<file path="config.mk">
export PLATFORM = sky130hd
export DESIGN_NAME = branch_resolve_ctrl
export DESIGN_NICKNAME = d
export VERILOG_FILES = /design/src/rtl/branch_resolve_ctrl_pkg.sv /design/src/rtl/branch_resolve_ctrl_table.sv /design/src/rtl/branch_resolve_ctrl.sv
export SDC_FILE = /design/constraint.sdc
export NUM_CORES = 1
export LEC_CHECK = 0
export ABC_CLOCK_PERIOD_IN_PS = 3500
export BUFFER_PORTS_ARGS = -buffer_cell sky130_fd_sc_hd__buf_2
export CORE_ASPECT_RATIO = 0.9
export CORE_MARGIN = 5
export CORE_UTILIZATION = 40
export CTS_CLUSTER_DIAMETER = 30
export DETAILED_ROUTE_END_ITERATION = 10
export GPL_ROUTABILITY_DRIVEN = 0
export MAX_ROUTING_LAYER = met4
export PLACE_DENSITY = 0.62
export SYNTH_ARGS = -nofsm -noshare
export SYNTH_HDL_FRONTEND = slang
export SYNTH_SLANG_ARGS = --single-unit
</file>
<file path="constraint.sdc">
create_clock -name CLK -period 3.5 [get_ports CLK]
set_input_delay 0.525 -clock CLK [delete_from_list [all_inputs] [get_ports CLK]]
set_output_delay 0.525 -clock CLK [all_outputs]
set_load 0.005 [all_outputs]
</file>
<file path="src/rtl/branch_resolve_ctrl_pkg.sv">
`default_nettype none
// ------------------------------------------------------------------
// branch_resolve_ctrl_pkg : shared branch-table entry, counter and FSM types
// Rev 1.0
// ------------------------------------------------------------------
package branch_resolve_ctrl_pkg;

  localparam logic [1:0] STRONG_NT = 2'b00;
  localparam logic [1:0] WEAK_NT   = 2'b01;
  localparam logic [1:0] WEAK_T    = 2'b10;
  localparam logic [1:0] STRONG_T  = 2'b11;

  // Tag is stored right-justified; bits above the configured tag width stay zero.
  typedef struct packed {
    logic        valid;
    logic [29:0] tag;
    logic [31:0] target;
    logic [1:0]  cnt;
  } branch_entry_t;

  typedef enum logic [0:0] {
    ST_IDLE     = 1'b0,
    ST_REDIRECT = 1'b1
  } state_e;

  function automatic logic [1:0] cnt_next(input logic [1:0] cnt, input logic taken);
    logic [1:0] nxt;
    case (cnt)
      STRONG_NT: nxt = taken ? WEAK_NT  : STRONG_NT;
      WEAK_NT:   nxt = taken ? WEAK_T   : STRONG_NT;
      WEAK_T:    nxt = taken ? STRONG_T : WEAK_NT;
      default:   nxt = taken ? STRONG_T : WEAK_T;
    endcase
    return nxt;
  endfunction

endpackage
`default_nettype wire

</file>
<file path="src/rtl/branch_resolve_ctrl_table.sv">
`default_nettype none
// ------------------------------------------------------------------
// branch_table : direct-mapped branch table, combinational lookup, registered update
// Rev 1.0
// ------------------------------------------------------------------
module branch_table
  import branch_resolve_ctrl_pkg::*;
#(
  parameter int ENTRIES = 4
) (
  input  logic        CLK,
  input  logic        RST,
  input  logic [31:2] lookup_addr,
  output logic        lookup_taken,
  output logic [31:0] lookup_target,
  input  logic        upd_valid,
  input  logic [31:2] upd_addr,
  input  logic        upd_taken,
  input  logic [31:0] upd_target
);

  localparam int IDX_W = $clog2(ENTRIES);

  branch_entry_t table_q [ENTRIES];
  branch_entry_t table_d [ENTRIES];

  logic [IDX_W-1:0] lk_idx, upd_idx;
  logic [29:0]      lk_tag, upd_tag;
  branch_entry_t    lk_e, upd_e;

  assign lk_idx  = lookup_addr[IDX_W+1:2];
  assign lk_tag  = 30'(lookup_addr[31:IDX_W+2]);
  assign upd_idx = upd_addr[IDX_W+1:2];
  assign upd_tag = 30'(upd_addr[31:IDX_W+2]);

  // Reads the current array only: a write on this edge is not forwarded.
  assign lk_e          = table_q[lk_idx];
  assign lookup_taken  = lk_e.valid && (lk_e.tag == lk_tag) && lk_e.cnt[1];
  assign lookup_target = lk_e.target;

  always_comb begin
    table_d = table_q;
    upd_e   = table_q[upd_idx];
    if (upd_valid) begin
      if (upd_e.valid && (upd_e.tag == upd_tag)) begin
        upd_e.cnt = cnt_next(upd_e.cnt, upd_taken);
        if (upd_taken) begin
          upd_e.target = upd_target;
        end
      end else if (upd_taken) begin
        upd_e = '{valid: 1'b1, tag: upd_tag, target: upd_target, cnt: WEAK_T};
      end
      table_d[upd_idx] = upd_e;
    end
  end

  always_ff @(posedge CLK) begin
    if (RST) begin
      for (int i = 0; i < ENTRIES; i++) begin
        table_q[i] <= '0;
      end
    end else begin
      table_q <= table_d;
    end
  end

endmodule
`default_nettype wire

</file>
<file path="src/rtl/branch_resolve_ctrl.sv">
`default_nettype none
// ------------------------------------------------------------------
// branch_resolve_ctrl : branch table owner, mispredict redirect FSM, statistics
// Rev 1.0
// ------------------------------------------------------------------
module branch_resolve_ctrl
  import branch_resolve_ctrl_pkg::*;
#(
  parameter int ENTRIES = 4,
  parameter int CNT_SAT = 16
) (
  input  logic               CLK,
  input  logic               RST,
  input  logic [31:0]        fetch_pc,
  output logic               pred_taken,
  output logic [31:0]        pred_target,
  input  logic               resolve_valid,
  input  logic [31:0]        resolve_pc,
  input  logic               resolve_taken,
  input  logic [31:0]        resolve_target,
  input  logic               resolve_pred_taken,
  input  logic [31:0]        resolve_pred_target,
  output logic               redirect_valid,
  output logic [31:0]        redirect_pc,
  input  logic               redirect_ack,
  output logic [CNT_SAT-1:0] mispredict_count
);

  state_e             state_q, state_d;
  logic [31:0]        redirect_pc_q, redirect_pc_d;
  logic [CNT_SAT-1:0] count_q, count_d;
  logic               upd_valid_q, upd_valid_d;
  logic [31:2]        upd_addr_q, upd_addr_d;
  logic               upd_taken_q, upd_taken_d;
  logic [31:0]        upd_target_q, upd_target_d;

  logic               tbl_taken;
  logic [31:0]        tbl_target;
  logic               mispredict;

  branch_table #(.ENTRIES(ENTRIES)) u_table (
    .CLK           (CLK),
    .RST           (RST),
    .lookup_addr   (fetch_pc[31:2]),
    .lookup_taken  (tbl_taken),
    .lookup_target (tbl_target),
    .upd_valid     (upd_valid_q),
    .upd_addr      (upd_addr_q),
    .upd_taken     (upd_taken_q),
    .upd_target    (upd_target_q)
  );

  assign pred_taken  = tbl_taken;
  assign pred_target = tbl_taken ? tbl_target : fetch_pc + 32'd4;

  assign mispredict = (resolve_taken != resolve_pred_taken) ||
                      (resolve_taken && (resolve_target != resolve_pred_target));

  always_comb begin
    state_d       = state_q;
    redirect_pc_d = redirect_pc_q;
    count_d       = count_q;
    upd_valid_d   = 1'b0;
    upd_addr_d    = resolve_pc[31:2];
    upd_taken_d   = resolve_taken;
    upd_target_d  = resolve_target;
    case (state_q)
      ST_IDLE: begin
        if (resolve_valid) begin
          upd_valid_d = 1'b1;
          if (mispredict) begin
            state_d       = ST_REDIRECT;
            redirect_pc_d = resolve_taken ? resolve_target : resolve_pc + 32'd4;
            if (count_q != {CNT_SAT{1'b1}}) begin
              count_d = count_q + {{(CNT_SAT-1){1'b0}}, 1'b1};
            end
          end
        end
      end
      // Resolves seen here are wrong-path and must not train the table.
      ST_REDIRECT: begin
        if (redirect_ack) begin
          state_d = ST_IDLE;
        end
      end
      default: state_d = ST_IDLE;
    endcase
  end

  always_ff @(posedge CLK) begin
    if (RST) begin
      state_q       <= ST_IDLE;
      redirect_pc_q <= '0;
      count_q       <= '0;
      upd_valid_q   <= 1'b0;
      upd_addr_q    <= '0;
      upd_taken_q   <= 1'b0;
      upd_target_q  <= '0;
    end else begin
      state_q       <= state_d;
      redirect_pc_q <= redirect_pc_d;
      count_q       <= count_d;
      upd_valid_q   <= upd_valid_d;
      upd_addr_q    <= upd_addr_d;
      upd_taken_q   <= upd_taken_d;
      upd_target_q  <= upd_target_d;
    end
  end

  assign redirect_valid   = (state_q == ST_REDIRECT);
  assign redirect_pc      = redirect_pc_q;
  assign mispredict_count = count_q;

endmodule
`default_nettype wire

</file>
== Yosys cells after proc, flatten, opt, wreduce, memory -nomap -nowiden ==
Index checks and enable logic that the tools add are counted.

* Reduce and logical (&&, ||, !) cells: 10
* $lt $le $gt $ge: 3
* Bitwise operators: 3
* Multiplexer cells: 27
* Add/subtract/negate cells: 3
* Eq/ne operators: 7

{| class="wikitable"
|+ Operators by type and width
! kind !! number
|-
| 65-bit two-way mux || 6
|-
| 65-bit binary-select mux with 2-bit select || 2
|-
| 260-bit bitwise mux || 1
|-
| 65-bit demux with 2-bit select || 1
|-
| 32-bit two-way mux || 3
|-
| 34-bit two-way mux || 2
|-
| 32-bit by 3-bit adder with 32-bit output, second input constant || 2
|-
| 31-bit two-way mux || 2
|-
| 30-bit by 28-bit equality test with 1-bit output || 2
|-
| 32-bit inequality test || 1
|-
| 16-bit by 1-bit adder with 16-bit output, second input constant || 1
|-
| 16-bit inequality test, second input constant || 1
|-
| 3-bit greater-or-equal comparator, second input constant || 2
|-
| 1-bit two-way mux || 6
|-
| 2-bit inverter with 3-bit output || 2
|-
| 2-bit one-hot mux with 3 select lines || 1
|-
| 1-bit logical AND || 5
|-
| 2-bit two-way mux || 2
|-
| 4-bit AND reduction || 1
|-
| 3-bit by 1-bit less-than comparator with 1-bit output, second input constant || 1
|-
| 3-bit AND reduction || 1
|-
| 2-bit by 1-bit equality test with 1-bit output, second input constant || 1
|-
| 2-bit equality test, second input constant || 1
|-
| 2-bit logical NOT || 1
|-
| other kinds (5) || 5
|}

* Output and inout bits: 82
* Register bits after elaboration: 373
* Input port bits: 134
* Logic and storage cells: 76

== Longest topological paths before layout ==
Gate-level depths: netlist of the first run.

* Depth in word-level cells: 9
* Mapped depth: 11
* Gate-level depth less buffers: 8

== By module ==
Synthesis of the first run repeated with hierarchy kept, for this count alone.

* Cell total of the unflattened synthesis: 1936
* Area total of the unflattened synthesis: 18905.6 µm²

{| class="wikitable"
|+ By module, submodules not included
! module !! cells each !! seq. area each (µm²) !! instances !! area an instance (µm²)
|-
| branch_table || 1214 || 5205.0 || 1 || 12987.5
|-
| branch_resolve_ctrl || 722 || 2262.2 || 1 || 5918.2
|}

== Worst setup path before layout of the first run ==
OpenSTA, ideal clock, no wires.

* Path kind: input -> output
* Start point: input port fetch_pc[2]
* End point: output port pred_target[2]
* Stages on the path: 11
* Path slack: -83 ps
* Data required time: 2975 ps
* Data arrival time: 3058 ps
* Path through: buf_2 -> buf_2 -> mux4_2 -> xor2_1 -> nor4_1 -> nand4_1 -> or4_1 -> buf_2 -> buf_2 -> o21ai_0 -> o31a_1

* Cells in the longest elaborated chain, start to end: 8

{| class="wikitable"
|+ Ends and longest elaborated chain
! what !! line !! RTL
|-
| start, declared || branch_resolve_ctrl.sv:14 || <nowiki>input logic [31:0] fetch_pc,</nowiki>
|-
| 2-bit inverter with 3-bit output (implied by the code) || branch_resolve_ctrl_table.sv:37 || <nowiki>assign lk_e = table_q[lk_idx];</nowiki>
|-
| 65-bit binary-select mux with 2-bit select || branch_resolve_ctrl_table.sv:37 ||
|-
| 65-bit two-way mux (implied by the code) (2 in series) || branch_resolve_ctrl_table.sv:37 ||
|-
| 30-bit by 28-bit equality test with 1-bit output || branch_resolve_ctrl_table.sv:38 || <nowiki>assign lookup_taken = lk_e.valid && (lk_e.tag == lk_tag) && lk_e.cnt[1];</nowiki>
|-
| 1-bit logical AND (2 in series) || branch_resolve_ctrl_table.sv:38 ||
|-
| 32-bit two-way mux * || branch_resolve_ctrl.sv:54 || <nowiki>assign pred_target = tbl_taken ? tbl_target : fetch_pc + 32'd4;</nowiki>
|-
| end, declared || branch_resolve_ctrl.sv:16 || <nowiki>output logic [31:0] pred_target,</nowiki>
|}

Every way passes the cells marked *; elsewhere a longest branch is shown, timed or not. The select of a mux whose other input is x is not followed.

== Worst setup path after layout of the first run ==
* Start point: register u_table.table_q[175] in the netlist's numbering
* End point: output port pred_target[27]

* Cells in the longest elaborated chain, start to end: 7

{| class="wikitable"
|+ Ends and longest elaborated chain
! what !! line !! RTL
|-
| start, declared || branch_resolve_ctrl_table.sv:24 || <nowiki>branch_entry_t table_q [ENTRIES];</nowiki>
|-
| start signal, assigned || branch_resolve_ctrl_table.sv:63 || <nowiki>table_q <= table_d;</nowiki>
|-
| 65-bit binary-select mux with 2-bit select || branch_resolve_ctrl_table.sv:37 ||
|-
| 65-bit two-way mux (implied by the code) (2 in series) || branch_resolve_ctrl_table.sv:37 ||
|-
| 30-bit by 28-bit equality test with 1-bit output || branch_resolve_ctrl_table.sv:38 ||
|-
| 1-bit logical AND (2 in series) || branch_resolve_ctrl_table.sv:38 ||
|-
| 32-bit two-way mux || branch_resolve_ctrl.sv:54 ||
|}

No other way between the ends. The select of a mux whose other input is x is not followed.

==> results.md, run 1 <==
* Maximum clock path buffer count at 3
* R2R Path End: u_table.table_q[42]$_SDFFE_PP0P_
* CP Class: register to output port
* Worst Clk Skew at between 30 and 40 ps
* Reg clk slew, reported paths at 50 ps
* Num CTS Buffers at 74
* Hold EP: redirect_valid$_SDFF_PP0_
* Area growth syn-to-layout at 24.6%
* Number of cells on the worst hold path at 3
* Synth async-reset ratio at 0
* Setup slack after layout at -300 ps
* Total track usage at 0.249
* Syn Area/Cell at 9.88 µm²
* Global-route wire length before repair at 98.8 mm
* Synth Area in Adders at 0.00195
* Post-synth top flop: dfxtp_1
* Yosys warnings at 0
* Cell row count at 76
* Seq/Total Area, Yosys at 0.388
* Worst-path fanout max at 23
* R2R Setup Slk at 230 ps
* Fin. max-slew vios at 0
* Drt total wl at 65.4 mm
* CTS sink count at approximately 370
* Maximum number of pins on one net before global-route repair at 120
* Final core occ at 0.502
* Post-route ant nets at 0
* Via/cell ratio at 5.89
* RSZ-0062 raised after global routing: yes
* Nets at roughly 2.3k
* Compound-Gate Fraction of Synth Area at 0.152
* CP required at 2970 ps
* Core ar. at 0.0477 mm²
* H-tree Lvls at 3
* Setup-failing EPs final at 33
* Period utilisation layout at 1.09
* Status: finished with violations
* Post-Synth Simple-Gate Area at 0.150
* GR Overflow Total at 0
* CTS root buf: clkbuf_16
* CTS tree: done
* Synth Area in XOR/XNOR at 0.0656
* Initial core utilization at 0.403
* Post-Syn Nets at 2083
* Commonest cells after routing, fill and taps aside: dfxtp_1 (369), nor2_1 (250), buf_2 (213)
* Least-Margin Pin Slew at roughly 740 ps
* Final setup TNS at -8760 ps
* Synth Instances at 1946
* Largest family of logic cells by synthesized area: multiplexers
* Synth Cell Area at about 0.019 mm²
* Synth Register Bits at 373
* Failing checks: setup timing
* Vias in the first global route at 16.3k
* Library cells used by synthesis at 50
* F_max at 0.263 GHz
* Most common cell after layout, fill and taps aside: dfxtp_1
* Die Y at 218 µm
* Worst Min Path Start: redirect_ack
* # port buffers at 215
* Residual DRC at 0
* Die area at 0.0526 mm²
* I/O pin cnt at 216
* Worst VDD drop at between 0.3 and 0.4 mV
* Initial antenna violation count at 1
* Max-Cap Viols at 0
* Detailed placement HPWL at 46.8 mm
* Worst endpoint data arrival time at 3270 ps
* Slew margin rel. at 0.505
* Post-synthesis mux area share at 0.205
* Pleak at 8.60 nW
* Routed length per instance at 23.1 µm
* Via count at 16.7k
* Clock latency on the worst-skew pair at just over 600 ps
* Fin. Hold Viols at 0
* Reg2reg path depth at 10
* Reg-to-Reg Start: upd_addr_q[2]$_SDFF_PP0_
* Layout cells sized above 1 at 0.300
* Fin crit period at ~3800 ps
* Crit path launch type: register
* Type of the worst min-delay path: input port to register
* Initial DRC count at 1523
* Worst setup EP type: output port
* Post-CTS Hold Buffers at 0
* Post-synth EDFFs at 0
* Detailed Routing Iterations Pass 1 at 7
* Chip width at 241 µm
* PwrDens at 555 mW/mm²
## how the worst max path moves through the flow
stage / startpoint / endpoint / slack (ps)
2_1_floorplan: fetch_pc[2] / pred_target[2] / 6
3_3_place_gp: fetch_pc[2] / pred_target[26] / -390
3_5_place_dp: fetch_pc[2] / pred_target[25] / -430
4_1_cts: u_table.table_q[45]$_SDFFE_PP0P_ / pred_target[25] / -300
5_1_grt: u_table.table_q[45]$_SDFFE_PP0P_ / pred_target[25] / -370
6_report: u_table.table_q[175]$_SDFFE_PP0P_ / pred_target[27] / -300
## area by class of cell
cell class | instances | area, µm²
clock buffers | 93 | 2060
flip-flops and latches | 373 | 7470
inverters | 12 | 45.0
well taps | 624 | 781
multi-input cells | 1391 | 11100
fillers | 4308 | 23800
repair buffers | 296 | 1930
clock inverters | 40 | 586
diodes | 1 | 2.50
## kinds of logic after synthesis
logic type      after synthesis
compound gates              401
xor+xnor                    144
fa+ha+maj                     3
buf+inv                     182
flops                       373
mux                         229
simple gates                614
## state kept, by name, summed over array words and instances, names as in the netlist
| register | cells |
|---|---|
| mispredict_count | 16 |
| redirect_pc | 32 |
| redirect_valid | 1 |
| u_table.table_q | 260 |
| upd_addr_q | 30 |
| upd_taken_q | 1 |
| upd_target_q | 32 |
| upd_valid_q | 1 |
## report_power, final
group | switching [mW] | leakage (nW) | total (mW) | internal, mW
Combinational | 0.740 | 4.27 | 1.29 | 0.552
Sequential | 0.151 | 3.04 | 4.56 | 4.41
Clock | 2.43 | 1.29 | 7.45 | 5.01
Total | 3.32 | 8.60 | 13.3 | 9.98
## Yosys cell counts, drive strengths merged (37+ instances only)
cell type	number	area [µm²]
nor2b	63	394
o211ai	39	293
a211oi	220	1830
mux2	49	552
dfxtp	373	7470
nor2	251	942
nand3	42	210
clkbuf	133	499
xnor2	101	885
xor2	43	377
buf	37	186
a21oi	86	430
mux2i	56	594
nand2	135	507
mux4	124	2790
## through the flow
stage | hold slack [ps] | setup WS (ps) | instances | area, µm² | total power, mW
6_report | 195 | -300 | 2830 | 23900 | 13.3
5_1_grt | 200 | -375 | 2830 | 23900 | 13.7
4_1_cts | 172 | -303 | 2818 | 23800 | 13.3
3_5_place_dp | 448 | -431 | 2685 | 21200 | 5.89
3_3_place_gp | 441 | -388 | 2685 | 21200 | 5.87
2_1_floorplan | 432 | 5.81 | 1946 | 19200 | 5.36
## what timing repair did
action | in CTS | in global routing
setup endpoints to repair | 33 | 95
pin swaps | 1 | 0
gates resized for setup | 9 | 4
buffers inserted | 0 | 11
hold endpoints to repair | 0 | 0
## metal layers
| metal | global-route usage | share of wire |
|---|---|---|
| met3 | 0.0593 | 0.091 |
| met1 | 0.340 | 0.43 |
| met4 | 0.0784 | 0.029 |
| met2 | 0.369 | 0.45 |
| met5 | - | 0 |
## worst max-delay path, cell delays in order (launching register included)
cell and delay, ps:
dfxtp_1 340, mux4_2 470, xor2_1 160, nor4_2 360, buf_4 170, nand4_1 100, or4_4 470, buf_12 180
mux2_2 290, buf_2 130
No activity file was read; power rests on OpenSTA's default activity.
==> inputs of run 2 (changes only) <==
CORE_ASPECT_RATIO = 1.2   (was 0.9)
==> results.md, run 2 (synthesis results as in run 1) <==
* Status: finished with violations
* Failing checks: setup timing
* # port buffers at 215
* Global-route wire length before repair at 102 mm
* Comb power frac at 0.090
* Internal power at around 11 mW
* RSZ-0062 raised after global routing: yes
* Number of cells on the worst hold path at 2
* Max FFs per register at 260
* CP required at 2970 ps
* Reg clk slew, reported paths at 50 ps
* Crit path launch type: register
* Commonest cells after routing, fill and taps aside: dfxtp_1 (368), nor2_1 (250), buf_2 (212)
* Via/cell ratio at a little under 6
* Nets at 2332
* Worst path most repeated cell: buf_12
* Reg-to-Reg Start: upd_addr_q[3]$_SDFF_PP0_
* CP Class: register to output port
* Detailed Routing Iterations Pass 1 at 8
* Type of the worst min-delay path: input port to register
* Critical Path Max Stage Delay at 470 ps
* Switch share at 0.242
* Worst path bufs/invs at 4
* Cell row count at 88
* Residual DRC at 0
* Most common cell after layout, fill and taps aside: dfxtp_1
* Net load switching power at 3.59 mW
* Pre-CTS setup slack at -403 ps
* Power share of the clock group at 0.603
* Worst Min Path Start: resolve_target[25]
* Max-Cap Viols at 0
* Period utilisation layout at 1.10
* Fin. max-slew vios at 0
* Setup-failing EPs final at 33
* Drt total wl at slightly below 70 mm
* Hold EP: upd_target_q[25]$_SDFF_PP0_
* Maximum number of pins on one net before global-route repair at 105
* GR Overflow Total at 0
* Pleak at 9.10 nW
* Initial antenna violation count at 3
* R2R Path End: u_table.table_q[60]$_SDFFE_PP0P_
* Post-CTS Hold Buffers at 0
* Initial DRC count at roughly 1.5k
* Total track usage at 0.255
* Vias in the first global route at roughly 17k
* Worst setup EP type: output port
* Area growth syn-to-layout at 29.5%
* Routed length per instance at 23.2 µm
* Worst-path fanout max at 13
* Die Y at roughly 250 µm
* Num CTS Buffers at 89
* WHS at 194 ps
* DP Area at 0.0215 mm²
* R2R Setup Slk at 180 ps
* H-tree Lvls at 3
* Slowest CP cell: or4_4
* Worst VDD drop at 0.355 mV
* Fin crit period at roughly 3900 ps
* Core ar. at 0.0478 mm²
* Fin. Hold Viols at 0
* Clock latency on the worst-skew pair at 610 ps
* Cell area after layout at 0.0249 mm²
* Initial core utilization at 0.402
* I/O pin cnt at 216
* Power share of the sequential group at 0.308
* Maximum clock path buffer count at 3
* Slew margin rel. at 0.431
* PwrDens at 595 mW/mm²
* Chip width at 210 µm
* CTS sink count at between 300 and 400
* Biggest register: u_table.table_q
* Final setup TNS at -11230 ps
* Worst endpoint data arrival time at 3340 ps
* Via count at between 15k and 20k
* Post-route ant nets at 0
* Layout cells sized above 1 at 0.317
* Final cell count without fillers at roughly 2.9k
* Inst Count DP at 2730
* CTS tree: done
* F_max at 0.259 GHz
* Filler instances at around 4.3k
* Least-Margin Pin Slew at around 850 ps
* Detailed placement HPWL at 48.2 mm
* Setup slack after layout at -364 ps
* Worst-path cell chain: mux4_2, xor2_1, nor4_2, buf_4, nand4_1, or4_4, buf_12, buf_12, mux2_2, buf_2
* CTS root buf: clkbuf_16
* Top Family by Delay on Critical Path: simple AND/OR/NAND/NOR gates
* Reg2reg path depth at 10
* Worst Clk Skew at 26.5 ps
* Die area at about 0.053 mm²
==> run 2: changes by cell type in the layout (fill, tap and decap cells not counted), moves of 3 or more <==
cell / previous run / this run
buf_4: 62 / 90
clkbuf_16: 76 / 91
clkinv_2: 8 / 15
bufinv_16: 11 / 17
inv_6: 8 / 3
clkbuf_1: 8 / 12
clkbuf_8: 9 / 12
inv_8: 3 / 0
mux2i_1: 44 / 47
mux2i_2: 12 / 9
==> run 2: layout make-up <==
class	count	area [µm²]	area share
clock buffers	114	2460	0.0989
clock inverters	51	816	0.0328
multi-input cells	1391	11100	0.444
diodes	3	7.51	0.000301
inverters	12	45.0	0.00181
repair buffers	328	2240	0.0899
well taps	630	788	0.0317
flip-flops and latches	373	7480	0.300
==> run 2: repair_timing <==
action                     CTS  global route
gates resized for setup     11             2
buffers inserted             2             1
pin swaps                    2             0
gates cloned                 1             0
setup endpoints to repair   33            37
==> run 2: power by group through the flow <==
stage | clock network, mW | registers (mW) | logic (mW)
after CTS | 9.02 | 4.56 | 1.32
after detailed placement | 0 | 4.63 | 1.31
final | 8.93 | 4.56 | 1.33
after floorplan | 0 | 4.56 | 0.801
after global routing | 9.28 | 4.57 | 1.42
after global placement | 0 | 4.63 | 1.29
==> run 2: worst max-delay path by stage <==
stage	cells after the start	slack, ps	endpoint	startpoint
6_report	10	-360	pred_target[23]	u_table.table_q[108]$_SDFFE_PP0P_
5_1_grt	10	-480	pred_target[27]	u_table.table_q[108]$_SDFFE_PP0P_
4_1_cts	10	-450	pred_target[29]	u_table.table_q[108]$_SDFFE_PP0P_
3_5_place_dp	12	-400	pred_target[29]	fetch_pc[2]
3_3_place_gp	11	-400	pred_target[26]	fetch_pc[2]
2_1_floorplan	11	6	pred_target[2]	fetch_pc[2]
==> run 2: per-layer routing <==
layer | vias to the layer above | share of wire | track usage
met5 | - | 0 | -
met4 | 0 | 0.044 | 0.108
met3 | 168 | 0.095 | 0.0598
met2 | 912 | 0.46 | 0.391
met1 | 8205 | 0.40 | 0.324
li1 | 7678 | - | -
==> run 2: metrics by stage <==
stage	total power, mW	utilization
floorplan	5.36	-
global placement	5.91	0.450
detailed placement	5.94	0.450
CTS	14.9	0.520
global route	15.3	0.521
finish	14.8	0.521
